### config.mk
export PLATFORM = sky130hd
export DESIGN_NAME = spdif_frame_scheduler
export DESIGN_NICKNAME = d
export VERILOG_FILES = /design/src/rtl/spdif_frame_scheduler_pkg.sv /design/src/rtl/spdif_pair_fifo.sv /design/src/rtl/spdif_frame_scheduler.sv
export SDC_FILE = /design/constraint.sdc
export NUM_CORES = 1
export LEC_CHECK = 0
export ABC_AREA = 0
export BUFFER_PORTS_ARGS = -buffer_cell sky130_fd_sc_hd__buf_2
export CORE_MARGIN = 2
export CORE_UTILIZATION = 25
export DETAILED_ROUTE_END_ITERATION = 12
export GPL_TIMING_DRIVEN = 0
export PLACE_DENSITY = 0.38
export SETUP_SLACK_MARGIN = 0.15
export SLEW_MARGIN = 10
export SYNTH_ARGS = -nofsm -noshare
export SYNTH_HDL_FRONTEND = slang
export SYNTH_HIERARCHICAL = 1
export SYNTH_SLANG_ARGS = --single-unit
### constraint.sdc
create_clock -name clk -period 4.6 [get_ports clk]
set_input_delay 0 -clock clk [delete_from_list [all_inputs] [get_ports clk]]
set_output_delay 0 -clock clk [all_outputs]
set_load 0.005 [all_outputs]
### src/rtl/spdif_frame_scheduler_pkg.sv
// ---------------------------------------------------------------------------
// spdif_frame_scheduler_pkg
//
// Purpose:
//   Shared definitions for the S/PDIF frame scheduler: the default FIFO
//   depth, the channel-status block layout, the scheduler state enumeration
//   and a helper that returns a single channel-status bit for a frame.
//
// Contents:
//   DEPTH_DEFAULT     default FIFO depth in stereo pairs
//   FRAMES_PER_BLOCK  frames in one channel-status block (192)
//   CS_*              positions and codes inside the 192-bit status word
//   state_t           IDLE / PRIME / RUN
//   csStatusBit()     status bit for a given frame index and rate code
// ---------------------------------------------------------------------------
package spdif_frame_scheduler_pkg;

  localparam int DEPTH_DEFAULT    = 4;
  localparam int FRAMES_PER_BLOCK = 192;

  localparam int CS_COPY_BIT = 2;
  localparam int CS_RATE_LO  = 24;
  localparam int CS_RATE_HI  = 27;
  localparam int CS_WLEN_LO  = 32;
  localparam int CS_WLEN_HI  = 35;

  localparam logic [3:0] CS_WORD_LEN = 4'b1011;

  typedef enum logic [1:0] {
    ST_IDLE  = 2'd0,
    ST_PRIME = 2'd1,
    ST_RUN   = 2'd2
  } state_t;

  // Returns status[idx] of the consumer-format channel-status word.
  // Only the copy-permitted bit, the sample-rate field and the word-length
  // field are ever non-zero. The rate field is carried LSB first (bit 24 is
  // rate[0]), while the word-length code is laid out in the word in the order
  // it is written (bit 32 is its leftmost digit, the "max 24 bit" flag).
  // Both fields start on a multiple of four, so idx[1:0] selects the digit.
  function automatic logic csStatusBit(input logic [7:0] idx,
                                       input logic [3:0] rate);
    logic       bitVal;
    logic [1:0] sel;
    bitVal = 1'b0;
    sel    = idx[1:0];
    if (idx == 8'(CS_COPY_BIT)) begin
      bitVal = 1'b1;
    end else if ((idx >= 8'(CS_RATE_LO)) && (idx <= 8'(CS_RATE_HI))) begin
      bitVal = rate[sel];
    end else if ((idx >= 8'(CS_WLEN_LO)) && (idx <= 8'(CS_WLEN_HI))) begin
      bitVal = CS_WORD_LEN[2'd3 - sel];
    end
    return bitVal;
  endfunction

endpackage

### src/rtl/spdif_pair_fifo.sv
// ---------------------------------------------------------------------------
// spdif_pair_fifo
//
// Purpose:
//   Small synchronous FIFO holding packed {left, right} stereo pairs for the
//   S/PDIF frame scheduler. Occupancy is kept in a register so that the
//   scheduler's ready and priming decisions never depend on same-cycle
//   push/pop activity.
//
// Ports:
//   clk          system clock
//   rst          synchronous active-high reset
//   i_flush      synchronous clear of all contents (same effect as rst)
//   i_push       write i_push_data at the tail (ignored when full)
//   i_push_data  packed pair, left sample in the upper half
//   i_pop        drop the head entry (ignored when empty)
//   o_head_data  current head entry (valid while o_level != 0)
//   o_level      registered occupancy, 0..DEPTH
// ---------------------------------------------------------------------------
module spdif_pair_fifo #(
  parameter int DEPTH = 4,
  parameter int WIDTH = 48
) (
  input  logic                     clk,
  input  logic                     rst,
  input  logic                     i_flush,
  input  logic                     i_push,
  input  logic [WIDTH-1:0]         i_push_data,
  input  logic                     i_pop,
  output logic [WIDTH-1:0]         o_head_data,
  output logic [$clog2(DEPTH):0]   o_level
);

  localparam int PW = $clog2(DEPTH);

  logic [WIDTH-1:0] r_mem [DEPTH];
  logic [PW-1:0]    r_wrPtr;
  logic [PW-1:0]    r_rdPtr;
  logic [PW:0]      r_level;
  logic             w_doPush;
  logic             w_doPop;

  // Requests are qualified here as well, so a stray push into a full FIFO or
  // a pop of an empty one can never corrupt the pointers. A pop on empty
  // does nothing, which lets a same-cycle push land normally.
  assign w_doPush = i_push && (r_level != (PW+1)'(DEPTH));
  assign w_doPop  = i_pop  && (r_level != '0);

  // Storage array. It is deliberately not reset: stale entries are never
  // visible because the pointers and level are cleared instead.
  always_ff @(posedge clk) begin
    if (w_doPush) begin
      r_mem[r_wrPtr] <= i_push_data;
    end
  end

  // Pointer and occupancy bookkeeping. DEPTH is a power of two, so the
  // pointers wrap naturally. Simultaneous push and pop leave the level as is.
  always_ff @(posedge clk) begin
    if (rst || i_flush) begin
      r_wrPtr <= '0;
      r_rdPtr <= '0;
      r_level <= '0;
    end else begin
      if (w_doPush) begin
        r_wrPtr <= r_wrPtr + PW'(1);
      end
      if (w_doPop) begin
        r_rdPtr <= r_rdPtr + PW'(1);
      end
      case ({w_doPush, w_doPop})
        2'b10:   r_level <= r_level + (PW+1)'(1);
        2'b01:   r_level <= r_level - (PW+1)'(1);
        default: r_level <= r_level;
      endcase
    end
  end

  assign o_head_data = r_mem[r_rdPtr];
  assign o_level     = r_level;

endmodule

### src/rtl/spdif_frame_scheduler.sv
// ---------------------------------------------------------------------------
// spdif_frame_scheduler
//
// Purpose:
//   Buffers stereo sample pairs from the I2S side and hands exactly one pair
//   to the S/PDIF transmitter per frame request. Tracks the 192-frame
//   channel-status block and serves the status bit of the current frame.
//   When the buffer runs dry during a frame it sends invalid silence, counts
//   the underrun and re-primes the buffer.
//
// Ports:
//   clk, rst            system clock, synchronous active-high reset
//   i_enable            run request; low returns to IDLE and flushes
//   i_sample_rate_code  status bits 24..27, captured at each block start
//   i_s_valid/o_s_ready input pair handshake (ready = FIFO not full)
//   i_s_left/i_s_right  24-bit samples
//   i_frame_req         one-cycle pulse at the start of each frame
//   o_data_left/right   {8'h00, sample} for the transmitter
//   o_validity          1 = sample invalid (silence or idle)
//   o_cs_bit            channel-status bit of the current frame
//   o_block_start       high while the current frame index is 0
//   o_frame_idx         frame within the status block, 0..191
//   o_fifo_level        FIFO occupancy
//   o_underrun_count    saturating underrun counter
// ---------------------------------------------------------------------------
module spdif_frame_scheduler
  import spdif_frame_scheduler_pkg::*;
#(
  parameter int DEPTH       = DEPTH_DEFAULT,
  parameter int PRIME_LEVEL = 2
) (
  input  logic                    clk,
  input  logic                    rst,
  input  logic                    i_enable,
  input  logic [3:0]              i_sample_rate_code,
  input  logic                    i_s_valid,
  output logic                    o_s_ready,
  input  logic [23:0]             i_s_left,
  input  logic [23:0]             i_s_right,
  input  logic                    i_frame_req,
  output logic [31:0]             o_data_left,
  output logic [31:0]             o_data_right,
  output logic                    o_validity,
  output logic                    o_cs_bit,
  output logic                    o_block_start,
  output logic [7:0]              o_frame_idx,
  output logic [$clog2(DEPTH):0]  o_fifo_level,
  output logic [15:0]             o_underrun_count
);

  localparam int         LW         = $clog2(DEPTH) + 1;
  localparam logic [7:0] LAST_FRAME = 8'(FRAMES_PER_BLOCK - 1);

  state_t      r_state;
  state_t      w_nextState;

  logic [LW-1:0] w_level;
  logic [47:0]   w_head;
  logic          w_sReady;
  logic          w_push;
  logic          w_pop;
  logic          w_underrun;
  logic          w_flush;
  logic          w_frameStep;

  logic [7:0]    r_frameIdx;
  logic [7:0]    w_nextIdx;
  logic [3:0]    r_rate;

  logic [31:0]   r_dataLeft;
  logic [31:0]   r_dataRight;
  logic          r_validity;
  logic          r_csBit;
  logic          r_blockStart;
  logic [15:0]   r_underrunCount;

  // Ready comes from the registered level only, so a pop on a full FIFO
  // frees the slot for the producer one cycle later.
  assign w_sReady  = (w_level != LW'(DEPTH));
  assign w_nextIdx = (r_frameIdx == LAST_FRAME) ? 8'd0 : (r_frameIdx + 8'd1);

  spdif_pair_fifo #(
    .DEPTH (DEPTH),
    .WIDTH (48)
  ) u_pairFifo (
    .clk         (clk),
    .rst         (rst),
    .i_flush     (w_flush),
    .i_push      (w_push),
    .i_push_data ({i_s_left, i_s_right}),
    .i_pop       (w_pop),
    .o_head_data (w_head),
    .o_level     (w_level)
  );

  // Scheduler state register.
  always_ff @(posedge clk) begin
    if (rst) begin
      r_state <= ST_IDLE;
    end else begin
      r_state <= w_nextState;
    end
  end

  // Next-state and per-cycle control decode. Dropping enable wins over
  // everything else and flushes the FIFO on the same edge that enters IDLE.
  // IDLE keeps the FIFO flushed, so pushes offered there are discarded even
  // though ready is high. In PRIME frames still advance the block counter
  // but nothing is popped. In RUN a frame either pops the head or, if the
  // FIFO is empty, becomes an underrun and sends the FSM back to PRIME.
  always_comb begin
    w_nextState = r_state;
    w_push      = 1'b0;
    w_pop       = 1'b0;
    w_underrun  = 1'b0;
    w_flush     = 1'b0;
    w_frameStep = 1'b0;
    if (!i_enable) begin
      w_nextState = ST_IDLE;
      w_flush     = 1'b1;
    end else begin
      case (r_state)
        ST_IDLE: begin
          w_nextState = ST_PRIME;
          w_flush     = 1'b1;
        end
        ST_PRIME: begin
          w_push      = i_s_valid && w_sReady;
          w_frameStep = i_frame_req;
          if (w_level >= LW'(PRIME_LEVEL)) begin
            w_nextState = ST_RUN;
          end
        end
        ST_RUN: begin
          w_push      = i_s_valid && w_sReady;
          w_frameStep = i_frame_req;
          if (i_frame_req) begin
            if (w_level != '0) begin
              w_pop = 1'b1;
            end else begin
              w_underrun  = 1'b1;
              w_nextState = ST_PRIME;
            end
          end
        end
        default: begin
          w_nextState = ST_IDLE;
          w_flush     = 1'b1;
        end
      endcase
    end
  end

  // Block position and the rate code used for the current block. The rate
  // is captured whenever the index becomes 0: continuously while flushed
  // (which covers the IDLE to PRIME entry) and on the 191 to 0 wrap, so a
  // rate change mid-block only shows up in the following block.
  always_ff @(posedge clk) begin
    if (rst) begin
      r_frameIdx <= 8'd0;
      r_rate     <= 4'd0;
    end else if (w_flush) begin
      r_frameIdx <= 8'd0;
      r_rate     <= i_sample_rate_code;
    end else if (w_frameStep) begin
      r_frameIdx <= w_nextIdx;
      if (w_nextIdx == 8'd0) begin
        r_rate <= i_sample_rate_code;
      end
    end
  end

  // Frame outputs, updated once per frame request and held until the next.
  // The status bit is looked up for the index the frame is moving to; at
  // index 0 it is 0 regardless of rate, so using the current block's rate
  // is correct even on the wrap edge.
  always_ff @(posedge clk) begin
    if (rst || w_flush) begin
      r_dataLeft   <= 32'd0;
      r_dataRight  <= 32'd0;
      r_validity   <= 1'b1;
      r_csBit      <= 1'b0;
      r_blockStart <= 1'b1;
    end else if (w_frameStep) begin
      if (w_pop) begin
        r_dataLeft  <= {8'h00, w_head[47:24]};
        r_dataRight <= {8'h00, w_head[23:0]};
      end else begin
        r_dataLeft  <= 32'd0;
        r_dataRight <= 32'd0;
      end
      r_validity   <= !w_pop;
      r_csBit      <= csStatusBit(w_nextIdx, r_rate);
      r_blockStart <= (w_nextIdx == 8'd0);
    end
  end

  // Underrun counter. It survives enable drops and only clears on reset.
  always_ff @(posedge clk) begin
    if (rst) begin
      r_underrunCount <= 16'd0;
    end else if (w_underrun && (r_underrunCount != 16'hFFFF)) begin
      r_underrunCount <= r_underrunCount + 16'd1;
    end
  end

  assign o_s_ready        = w_sReady;
  assign o_data_left      = r_dataLeft;
  assign o_data_right     = r_dataRight;
  assign o_validity       = r_validity;
  assign o_cs_bit         = r_csBit;
  assign o_block_start    = r_blockStart;
  assign o_frame_idx      = r_frameIdx;
  assign o_fifo_level     = w_level;
  assign o_underrun_count = r_underrunCount;

endmodule

# After elaboration in Yosys (flattened, before gate mapping)
# Memory sizes are Yosys's and may differ from the RTL's. A register that Yosys moved wholly into a read port is not among the register bits.
# Index checks and enable logic that the tools add are counted.
word_totals:
  register_bits: 104
  latchBits: 0
  ramBits: 192
  romBits: 0
  out_inout_bits: 95
  n_memories: 1
classes:
  addsub: 7
  multipliers: 0
  div: 0
  magnitude_cmp: 7
  eq_ne: 11
  n_shift: 0
  n_mux: 36
  bitwise_logic: 1
  reduce_logical: 19
mem_list:
  columns: ["name", "depth", "word_bits", "rd", "rd_ports_with_merged_regs", "wr", "line", "rtl"]
  rows:
  - ["u_pairFifo.r_mem", 4, 48, 1, 1, 1, "spdif_pair_fifo.sv:36", "logic [WIDTH-1:0] r_mem [DEPTH];"]
op_table:
  columns: ["op", "n"]
  rows:
  - ["$mux 24", 2]
  - ["$mux 1", 21]
  - ["$add 16x1->16 const B", 1]
  - ["$ne 16x16->1 const B", 1]
  - ["$mux 4", 3]
  - ["$mux 2", 5]
  - ["$add 8x1->8 const B", 1]
  - ["$eq 8x2->1 const B", 1]
  - ["$eq 8x8->1 const B", 1]
  - ["$ge 8x5->1 const B", 1]
  - ["$ge 8x6->1 const B", 1]
  - ["$le 8x5->1 const B", 1]
  - ["$le 8x6->1 const B", 1]
  - ["$logic_not 8->1", 1]
  - ["$mux 8", 1]
  - ["$logic_and 1x1->1", 6]
  - ["$lt 2x3->1 const B", 2]
  - ["$ne 2x2->1 const B", 3]
  - ["$pmux 2 s3", 1]
  - ["$pmux 3 s2", 1]
  - ["$reduce_bool 2->1", 3]
  - ["$reduce_or 2->1", 3]
  - ["$add 2x1->2 const B", 2]
  - ["$bmux 1 s2", 2]
  - ["14 further kinds", 16]

# Longest topological paths before layout
# Gate-level depths: netlist (run 1).
logic_depth:
  ltp_word: 8
  ltp_mapped: 11
  depth_no_buf: 11

# Hierarchy
# Netlist (run 1), hierarchy kept.
modules_own_cells:
  columns: ["mod", "instances", "cells_each", "area_each_um2", "seq_area_each_um2"]
  rows:
  - ["spdif_pair_fifo", 1, 303, 7388.3, 5945.7]
  - ["spdif_frame_scheduler", 1, 458, 3711.1, 1621.6]

# Worst setup path before layout (run 1)
# No wires, ideal clock.
synth_timing:
  path_kind: "register to register"
  start: "register r_state[0]"
  end: "memory u_pairFifo.r_mem[3][0] (enable)"
  setup_ns: 0.411
  arrival_time_ns: 2.223
  slack_ns: 1.966
  path_stages_with_launch: 5
  period_less_slack_ns: 2.634
  path_cell_list: "dfxtp_1 inv_1 ha_1 and4_1 and3_1"
synth_via:
  elab_chain_len: 7
  word_cells_on_any_way: 8
  classes_between: "eq/ne: 2; mux: 4; reduce/logical: 2"
synth_rtl:
  columns: ["element", "line", "rtl"]
  rows:
  - ["start: declaration", "spdif_frame_scheduler.sv:54", "state_t r_state;"]
  - ["start signal: assignment", "spdif_frame_scheduler.sv:101", "r_state <= w_nextState;"]
  - ["$eq 2x2->1 or $eq 2x1->1 (tied branches)", "spdif_frame_scheduler.sv:122", "case (r_state)"]
  - ["$reduce_or 2->1 (no source line) (*)", null, null]
  - ["$mux 1 (*)", null, null]
  - ["$mux 1 (*)", "spdif_frame_scheduler.sv:118", "if (!i_enable) begin"]
  - ["net w_push", "spdif_frame_scheduler.sv:60", "logic w_push;"]
  - ["$logic_and 1x1->1 (*)", "spdif_pair_fifo.sv:46", "assign w_doPush = i_push && (r_level != (PW+1)'(DEPTH));"]
  - ["$mux 1 (*)", "spdif_pair_fifo.sv:52", "if (w_doPush) begin"]
  - ["$mux 1 (not written as such) (*)", "spdif_pair_fifo.sv:53", "r_mem[r_wrPtr] <= i_push_data;"]
  - ["end: declaration", "spdif_pair_fifo.sv:36", null]
# Mark *: on every way through the listed nets, which the timed path passes. The rest lies on a longest branch.

# Final worst setup path (run 1)
layout_timing:
  start: "register r_state[0]"
  end: "register r_dataRight[21] (netlist: o_data_right[21])"
layout_via:
  elab_chain_len: 5
  word_cells_on_any_way: 11
  classes_between: "eq/ne: 2; mux: 7; reduce/logical: 2"
layout_rtl:
  columns: ["element", "line", "rtl"]
  rows:
  - ["$eq 2x2->1 or $eq 2x1->1 (tied branches)", "spdif_frame_scheduler.sv:122", null]
  - ["$reduce_or 2->1 (no source line) (*)", null, null]
  - ["$mux 1 (*)", "spdif_frame_scheduler.sv:122", null]
  - ["$mux 1 (*)", "spdif_frame_scheduler.sv:118", null]
  - ["net w_flush", "spdif_frame_scheduler.sv:63", "logic w_flush;"]
  - ["$logic_or 1x1->1 (*)", "spdif_frame_scheduler.sv:178", "if (rst || w_flush) begin"]
  - ["end signal: assignment", "spdif_frame_scheduler.sv:187", "r_dataRight <= {8'h00, w_head[23:0]};"]
  - ["end: declaration", "spdif_frame_scheduler.sv:71", "logic [31:0] r_dataRight;"]
# Marks and branches as above.
# A chain may end at the register's enable or synchronous reset.

==> metrics.md, run 1 <==
| Metric | Value |
|---|---|
| Status | complete, no violations |
| CP max FO | 10 |
| Setup bufs post-CTS | 0 |
| Cell internal pwr | 4.50 mW |
| Pwr Total | 5.68 mW |
| Finished Core Util | 32.8% |
| Pwr dens | approximately 400 mW/mm^2 |
| Routed length per instance | 17.2 um |
| Max Root-Sink Buffers | 3 |
| Worst Path Arrival | between 3 and 4 ns |
| Remaining antenna violation count | 0 |
| Vias per std cell | between 4 and 5 |
| Total Routing Usage GR | 12.2% |
| Synth async-reset ratio | 0% |
| # nets final | 1,089 |
| Grt ovf | 0 |
| Via count | 6,951 |
| Largest net degree at the start of global routing | 30 |
| Vias in the first global route | 7,171 |
| # port buffers | ~140 |
| Gate count of the mapped netlist | 761 |
| 1st-iter DRT viols | 392 |
| Drt total wl | 28,100 um |
| Seq cells post-synth | between 200 and 300 |
| Total of max-cap violations | 0 |
| Mapped Avg Cell Area | 14.6 um^2 |
| Clk pwr share | 48.8% |
| First-pass GRT wire length | 43,000 um |
| Inst Count DP | 1,507 |
| Routability congestion estimate | roughly 0.74 |
| Startpoint types | register |
| Crit share post-route | 70.1% |
| Count of different cell masters after synthesis | 54 |
| Crit. End Element | register |
| # setup viols final | 0 |
| Initial antenna violation count | 0 |
| RSZ-0062 raised after global routing | no |
| Post-synth top flop | edfxtp_1 |
| Leak | 4.98 nW |
| Hold Path Class | input pin to register |
| EDFF count, synth | 192 |
| CP required | ~5.0 ns |
| Final Max Tran Viols | 0 |
| Site row count | 77 |
| Hold Fails Final Rpt | 0 |
| CORE AREA | 0.0440 mm^2 |
| Die area | 0.0461 mm^2 |
| Logic pwr share | 3.2% |
| Hold Path Stages | 4 |
| Hpwl dp | 18,000 um |
| Starting density of the core | about a quarter |
| Depth of the CTS H-tree | 2 |
| Max VDD drop | 225 uV |
| CTS tree | done |
| Io pins | 152 |
| CTS sink cnt | 282 |
| Slew headroom | between 40 and 50% |
| Clk Latency, worst-skew pair | ~0.54 ns |
| Total CTS buffers | 37 |
| Crit Path Class | register to register |
| Worst-Margin Slew | 0.766 ns |
| Fmax | 0.310 GHz |
| Clk slew on worst S/H paths | about 0.06 ns |
| Yosys warns | 6 |
| Sequential-to-total area share from yosys stat | 68.2% |
| Cell area after synthesis | ~0.011 mm^2 |
| Switch Pwr | approximately 1.2 mW |
| Die Ht | 215 um |
| Final Non-Filler Cells | 1,637 |
| CTS resizes | 0 |
| Period minus WS final | ~3.2 ns |
| Residual DRC | 0 |
| Die span in x | 215 um |
| CTS root buf | clkbuf_16 |
| Drt pass-1 iters | 4 |
| Clock Skews | 0.0206 ns |
| Hold_buf cts | 62 |
| Sequential power share | 48.0% |
| Reg2reg path depth | 9 |
| Layout cells sized above 1 | 26.6% |
| Sw Share | 20.9% |
| Hold WS | 0.0913 ns |
| Total negative setup slack | 0 ns |
| Synth-to-Final Area Change | 30.3% |
cell usage in the layout, fill, tap and decap left out, types with 3 or more instances in the layout:
cell,instances
buf_6,3
nand3_1,10
and4_1,5
nor2_1,41
clkinv_2,4
o211ai_1,6
inv_6,3
buf_4,19
or3_1,4
nor3_1,7
inv_1,12
a31oi_1,3
dfxtp_1,90
conb_1,16
ha_1,15
xnor2_1,4
a21oi_1,63
and3_4,4
nand4_1,7
mux2i_1,7
and3_1,4
buf_2,141
mux4_2,49
clkinv_1,7
bufinv_16,3
dlygate4sd3_1,62
nand2b_1,9
edfxtp_1,192
o21ai_0,11
xor2_1,18
nand2_1,109
clkbuf_16,37
clkbuf_1,34
buf_12,4
final timing paths:
check                          endpoint      startpoint  slack (ns)
setup / recovery       o_data_right[21]      r_state[0]        1.37
hold / removal    u_pairFifo/r_wrPtr[1]       i_s_valid        0.09
setup reg to reg       o_data_right[21]      r_state[0]        1.37
hold reg to reg          o_data_left[7]  o_data_left[7]        0.45
kinds of logic after synthesis:
group / synth area share, %
AO/OA/AOI/OAI: 5.44
XOR/XNOR: 1.74
adder cells (fa/ha/maj): 1.87
buffers and inverters: 3.18
flip-flops: 68.2
multiplexers: 10.6
other: 0.0338
AND/OR/NAND/NOR: 8.98
area by class of cell:
class | count | area, um^2
Fill cell | 4436 | 29600
Sequential cell | 282 | 7570
Multi-Input combinational cell | 427 | 3260
Timing Repair Buffer | 201 | 1380
Clock buffer | 48 | 987
Tap cell | 592 | 741
Buffer | 55 | 308
Clock inverter | 19 | 179
Inverter | 12 | 45.0
Antenna cell | 1 | 2.50
worst max-delay path, stage by stage, from the launching register on:
cell and delay, ns:
dfxtp_1 0.38, inv_1 0.10, ha_1 0.35, nand2_1 0.16, or2_2 0.13, clkbuf_1 0.43, o21bai_1 0.43, clkbuf_1 0.45
buf_1 0.56, a21oi_1 0.08
through the flow:
stage	cell area, um^2	setup slack [ns]
after floorplan	11200	1.97
final	14500	1.37
after global routing	14500	1.03
after detailed placement	12700	1.23
after CTS	14500	1.20
after global placement	12600	0.335
sequential cells by signal, summed over array words and instances, names as in the netlist, named ones only:
| name | cells |
|---|---|
| o_block_start | 1 |
| o_cs_bit | 1 |
| o_data_left | 24 |
| o_data_right | 24 |
| o_frame_idx | 8 |
| o_underrun_count | 16 |
| o_validity | 1 |
| r_rate | 4 |
| r_state | 2 |
| u_pairFifo/o_level | 3 |
| u_pairFifo/r_mem | 192 |
| u_pairFifo/r_rdPtr | 2 |
| u_pairFifo/r_wrPtr | 2 |
layer usage:
| metal | GRT usage, % | wire, um |
|---|---|---|
| met4 | 5.05 | 704 |
| met1 | 15.7 | 12900 |
| met5 | 0 | 0 |
| met2 | 19.7 | 13100 |
| met3 | 3.06 | 1470 |
cell usage after synthesis (2+ instances only):
library cell	number	share of area, %
inv_1	12	0.41
a21oi_1	63	2.8
edfxtp_1	192	52
o2111ai_1	2	0.16
and3_1	8	0.45
nand2b_1	9	0.51
o21ai_0	11	0.50
buf_2	6	0.27
dfxtp_1	90	16
nand2_1	109	3.7
or2_2	2	0.11
nand3_1	10	0.45
nor4_1	2	0.11
nand3b_1	2	0.14
xor2_1	18	1.4
and2_1	2	0.11
nor3_1	7	0.32
clkbuf_1	25	0.85
mux4_2	49	9.9
nand4_1	7	0.39
a21o_1	2	0.14
or3_1	4	0.23
buf_4	19	1.3
nor2_1	41	1.4
xnor2_1	4	0.32
o211ai_1	6	0.41
buf_6	3	0.30
a31oi_1	3	0.17
o31a_1	2	0.16
and4_1	5	0.39
ha_1	15	1.7
buf_1	2	0.068
nor3b_1	2	0.14
mux2i_1	7	0.63
power groups by stage:
stage	registers (mW)	logic [mW]	clock network (mW)
6_report	2.73	0.182	2.77
2_1_floorplan	2.78	0.0681	0
3_3_place_gp	2.78	0.140	0
5_1_grt	2.73	0.204	2.97
3_5_place_dp	2.78	0.142	0
4_1_cts	2.73	0.187	2.88
No activity file was read; power rests on OpenSTA's default activity.
==> run 2, diff against run 1 <==
clock period = 3.3 ns   (was 4.6 ns; I/O delays follow)
==> run 2 against run 1 <==
Against the previous run:
- global-route usage did not move
- sequential share of layout area about the same
- worst hold slack about the same
==> metrics.md, run 2 (synthesis gave the netlist of run 1 again) <==
| Metric | Value |
|---|---|
| Status | complete, no violations |
| Hpwl dp | between 15,000 and 20,000 um |
| CP required | 3.71 ns |
| Die span in x | roughly 210 um |
| Hold WS | 0.0913 ns |
| RSZ-0062 raised after global routing | no |
| Crit. End Element | register |
| Setup bufs post-CTS | 0 |
| Clk Latency, worst-skew pair | 0.54 ns |
| Site row count | 77 |
| R2R Path Start | r_state[0] |
| Drt total wl | between 20,000 and 30,000 um |
| Via count | 6,949 |
| Total negative setup slack | 0 ns |
| Vias per std cell | about 4.2 |
| Hold Path Class | input pin to register |
| Crit share post-route | roughly 87% |
| Starting density of the core | around a quarter |
| Max reg flops | between 150 and 200 |
| 1st-iter DRT viols | approximately 390 |
| Leak | around 5.0 nW |
| Hold Fails Final Rpt | 0 |
| Worst R2R End | o_data_right[21] |
| Routed length per instance | around 17 um |
| Die Ht | around 210 um |
| Total of max-cap violations | 0 |
| Initial antenna violation count | 0 |
| GR peak layer | met2 |
| Drt pass-1 iters | 4 |
| Max VDD drop | 313 uV |
| Min-delay src | i_s_valid |
| Most frequent cells in the layout | edfxtp_1 (192), buf_2 (142), nand2_1 (109), dfxtp_1 (90), a21oi_1 (63) |
| Total CTS buffers | 37 |
| Final WS setup | 0.432 ns |
| R2R Setup Slk | 0.43 ns |
| CTS tree | done |
| Hold Path Stages | 4 |
| Logic pwr share | 3.2% |
| Global-route met3 utilization | 3.06% |
| Remaining antenna violation count | 0 |
| Depth of the CTS H-tree | 2 |
| Residual DRC | 0 |
| Max Root-Sink Buffers | 3 |
| Pwr Total | between 7 and 8 mW |
| Clock Skews | 0.0206 ns |
| Die area | about 0.046 mm^2 |
| Io pins | approximately 150 |
| Slew headroom | 48.9% |
| Final Max Tran Viols | 0 |
| First-pass GRT wire length | 43,000 um |
| Sequential power share | 48.0% |
| Worst Path Arrival | 3.27 ns |
| Final Non-Filler Cells | 1,637 |
| Clk slew on worst S/H paths | 0.06 ns |
| Inst Count DP | 1,507 |
| Worst-Margin Slew | ~0.77 ns |
| Dpl ws | -0.0655 ns |
| Grt ovf | 0 |
| Largest net degree at the start of global routing | 30 |
| Layout cells sized above 1 | 26.9% |
| Cell internal pwr | approximately 6.3 mW |
| Grt met2 use | 19.7% |
| Switch Pwr | between 1.5 and 2 mW |
| Sw Share | 20.9% |
| Total Routing Usage GR | ~12% |
| Period minus WS final | 2.87 ns |
| Fmax | 0.349 GHz |
| # nets final | 1,089 |
| Clk pwr share | between 40% and 50% |
| CTS root buf | clkbuf_16 |
| Reg2reg path depth | 9 |
| Startpoint types | register |
| # port buffers | 135 |
| # setup viols final | 0 |
| Vias in the first global route | slightly above 7,000 |
| Crit Path Class | register to register |
| CORE AREA | 0.0440 mm^2 |
| CTS sink cnt | between 200 and 300 |
| Commonest non-fill, non-tap cell in the layout | edfxtp_1 |
| Pwr dens | ~550 mW/mm^2 |
| CP max FO | 10 |
| Hold Path Sink | u_pairFifo/r_wrPtr[1] |
| Largest reg by FF count | u_pairFifo/r_mem |
| Synth-to-Final Area Change | 30.3% |
| Routability congestion estimate | 0.736 |
| Met1 Usage GRT | 15.7% |
==> run 2: cell counts in the layout (fill, tap and decap cells not counted) <==
Identical to the previous run, type by type.
==> run 2: worst max-delay path by stage <==
stage / startpoint / endpoint / slack [ns]
6_report: r_state[0] / o_data_right[21] / 0.43
5_1_grt: r_state[0] / o_data_right[22] / 0.15
4_1_cts: r_state[0] / o_data_right[21] / 0.28
3_5_place_dp: r_state[0] / o_data_right[13] / -0.07
3_3_place_gp: r_state[0] / u_pairFifo/r_mem[1][35] / -0.97
2_1_floorplan: r_state[0] / u_pairFifo/r_mem[3][0] / 0.67
==> run 2: stage by stage <==
step / util [%] / area (um^2)
6_report: 32.9 / 14500
5_1_grt: 32.8 / 14500
4_1_cts: 32.8 / 14500
3_5_place_dp: 28.8 / 12700
3_3_place_gp: 28.6 / 12600
2_1_floorplan: - / 11200
==> run 2: layer usage <==
| layer | part of all wire, % | wire length (um) | vias to the layer above |
|---|---|---|---|
| met2 | 46 | 13100 | 154 |
| met1 | 46 | 12900 | 3428 |
| met4 | 2.5 | 704 | 0 |
| met5 | 0 | 0 | - |
| li1 | - | - | 3322 |
| met3 | 5.2 | 1470 | 45 |
==> run 2: layout make-up <==
type	count	area, um^2
fill	4439	29600
sequential	282	7570
multi-input combinational	427	3260
timing repair buffer	201	1380
clock buffer	48	987
tap	592	741
buffer	55	312
clock inverter	19	179
inverter	12	45.0
antenna	1	2.50
==> run 2: power groups by stage <==
| stage | Clock, mW | Sequential [mW] | Combinational [mW] |
|---|---|---|---|
| after floorplan | 0 | 3.88 | 0.0949 |
| after global placement | 0 | 3.88 | 0.195 |
| after detailed placement | 0 | 3.88 | 0.198 |
| after CTS | 4.01 | 3.80 | 0.260 |
| after global routing | 4.14 | 3.80 | 0.284 |
| final | 3.87 | 3.80 | 0.254 |
==> run 2: worst max-delay path, stage by stage (launching register included) <==
cell and delay, ns:
dfxtp_1 0.38, inv_1 0.10, ha_1 0.35, nand2_1 0.16, or2_2 0.13, clkbuf_1 0.43, o21bai_1 0.43, clkbuf_2 0.36
buf_2 0.33, a21oi_1 0.07
==> run 2: what timing repair did <==
action / in CTS / in global routing
hold endpoints to repair: 208 / 0
gates resized for setup: 2 / 2
hold buffers: 62 / 0
endpoints found under the setup margin: 10 / 2
==> run 3, diff against run 2 <==
REMOVE_ABC_BUFFERS = 1   (was not set)
==> run 3 against run 2 <==
Against the previous run:
- cell count fell by 3.5%
- first-iteration DRC count fell by 20%
- utilization fell by 0.34 points
- worst setup slack improved by 0.11 ns
- sequential share of layout area rose by 0.60 points
- power rose by 0.47%
- via count fell by 3.8%
- largest cell class unchanged
- largest power group unchanged
- fmax rose by 4.0%
- clock power rose by 1%
==> metrics.md, run 3 (synthesis gave the netlist of run 1 again) <==
| Metric | Value |
|---|---|
| Status | complete, no violations |
| Drt total wl | 26,600 um |
| Hold Path Class | input pin to register |
| Drt pass-1 iters | 6 |
| 1st-iter DRT viols | 315 |
| Routability congestion estimate | 0.700 |
| CTS tree | done |
| Crit share post-route | 83.6% |
| Grt ovf | 0 |
| Pwr Total | 7.96 mW |
| RSZ-0062 raised after global routing | no |
| Layout cells sized above 1 | 27.1% |
| Startpoint types | register |
| Fmax | roughly 0.36 GHz |
| Initial antenna violation count | 1 |
| Final Max Tran Viols | 0 |
| Hold Fails Final Rpt | 0 |
| Leak | just under 5 nW |
| Delay of the slowest cell on the worst path | approximately 0.37 ns |
| CTS sink cnt | 282 |
| Multi-input gate area | 0.00329 mm^2 |
| Max Root-Sink Buffers | 3 |
| CORE AREA | 0.0440 mm^2 |
| Site row count | 77 |
| # setup viols final | 0 |
| Depth of the CTS H-tree | 2 |
| Largest net degree at the start of global routing | 32 |
| Worst Path Arrival | between 3 and 4 ns |
| Die span in x | 215 um |
| Total Routing Usage GR | 11.8% |
| Residual DRC | 0 |
| Fillcell total | 4,418 |
| Vias per std cell | 4.23 |
| Worst-Margin Slew | 0.589 ns |
| Max reg flops | about 190 |
| Clk Latency, worst-skew pair | 0.53 ns |
| Clock Skews | 0.0195 ns |
| Critical path's slowest cell | fa_1 |
| CP max FO | 5 |
| First-pass GRT wire length | ~42,000 um |
| Largest reg by FF count | u_pairFifo/r_mem |
| Routed length per instance | 16.9 um |
| Remaining antenna violation count | 0 |
| Slew headroom | 60.7% |
| Commonest non-fill, non-tap cell in the layout | edfxtp_1 |
| CTS root buf | clkbuf_16 |
| Final WS setup | 0.542 ns |
| Via count | 6,683 |
| Starting density of the core | 25.2% |
| Synth-to-Final Area Change | 29.0% |
| # port buffers | around 140 |
| Die Ht | 215 um |
| # nets final | 1,032 |
| Vias in the first global route | 7,048 |
| Pwr dens | about 560 mW/mm^2 |
| Max VDD drop | 370 uV |
| Crit Path Class | register to register |
| Dpl ws | approximately 0.38 ns |
| Crit path cell chain | inv_1 > ha_1 > nand2_1 > nor3_2 > o31a_1 > ha_1 > inv_1 > fa_1 > xor2_1 > or3_1 > a21oi_1 |
| Period minus WS final | approximately 2.8 ns |
| CP required | 3.75 ns |
| Crit. End Element | register |
| Clk slew on worst S/H paths | 0.05 ns |
| Total of max-cap violations | 0 |
| Most frequent cells in the layout | edfxtp_1 (192), buf_2 (135), nand2_1 (109), dfxtp_1 (88), a21oi_1 (63) |
| Register area | 0.00757 mm^2 |
| Delay-heaviest family, CP | simple AND/OR/NAND/NOR gates |
| Worst path bufs/invs | 2 |
| Total CTS buffers | 35 |
| Io pins | 152 |
| Hpwl dp | 16,700 um |
| Die area | 0.0461 mm^2 |
-- run 3: cell types whose count changed in the layout (fill, tap and decap cells not counted), sizes merged --
cell | before | now
clkbuf | 73 | 44
buf | 169 | 146
dlygate4sd3 | 62 | 55
bufinv | 3 | 5
clkinv | 12 | 11
-- run 3: tightest hold or removal path, delay by kind of cell --
kind | cells | cell delay (ns)
AOI/OAI and AO/OA | 1 | 0.05
buffers and inverters | 1 | 0.09
and+or+nand+nor | 2 | 0.42
-- run 3: report_power, final --
| group | internal (mW) | total (mW) | switching (mW) |
|---|---|---|---|
| registers | 3.79 | 3.80 | 0.00824 |
| clock network | 2.46 | 3.92 | 1.46 |
| logic | 0.112 | 0.239 | 0.126 |
-- run 3: layout make-up --
type / instances / share of cell area, %
flip-flops and latches: 282 / 52.9
multi-input cells: 427 / 23.0
repair buffers: 201 / 10.3
clock buffers: 44 / 6.70
well taps: 592 / 5.17
clock inverters: 20 / 1.63
inverters: 12 / 0.315
diodes: 1 / 0.0175
-- run 3: worst paths after layout --
path / startpoint / endpoint / slack, ns / cells past startpoint
max: r_state[0] / u_pairFifo/o_level[2] / 0.54 / 11
min: i_s_valid / u_pairFifo/r_wrPtr[1] / 0.10 / 4
max reg2reg: r_state[0] / u_pairFifo/o_level[2] / 0.54 / 11
min reg2reg: o_data_right[14] / o_data_right[14] / 0.45 / 2
-- run 3: metal layers --
layer	up-vias	track usage [%]	share of wire [%]
li1	3213	-	-
met1	3312	14.8	44
met2	120	19.7	49
met3	38	2.80	4.4
met4	0	4.35	2.2
met5	-	0	0
-- run 3: stage by stage --
stage | TNS, ns | util, % | instances | instance area, um^2 | hold slack (ns)
finish | 0 | 32.5 | 1579 | 14300 | 0.102
global route | 0 | 32.5 | 1579 | 14300 | 0.107
CTS | 0 | 32.5 | 1578 | 14300 | 0.0541
detailed placement | 0 | 28.5 | 1459 | 12600 | 0.219
global placement | -390.18 | 27.9 | 1448 | 12300 | 0.223
floorplan | -29.96 | - | 721 | 10800 | 0.0691
-- run 3: what timing repair did --
item,in CTS,in global routing
hold buffers,55,0
endpoints found under the setup margin,0,1
gates resized for setup,0,1
buffers inserted,0,0
endpoints found under the hold margin,220,0
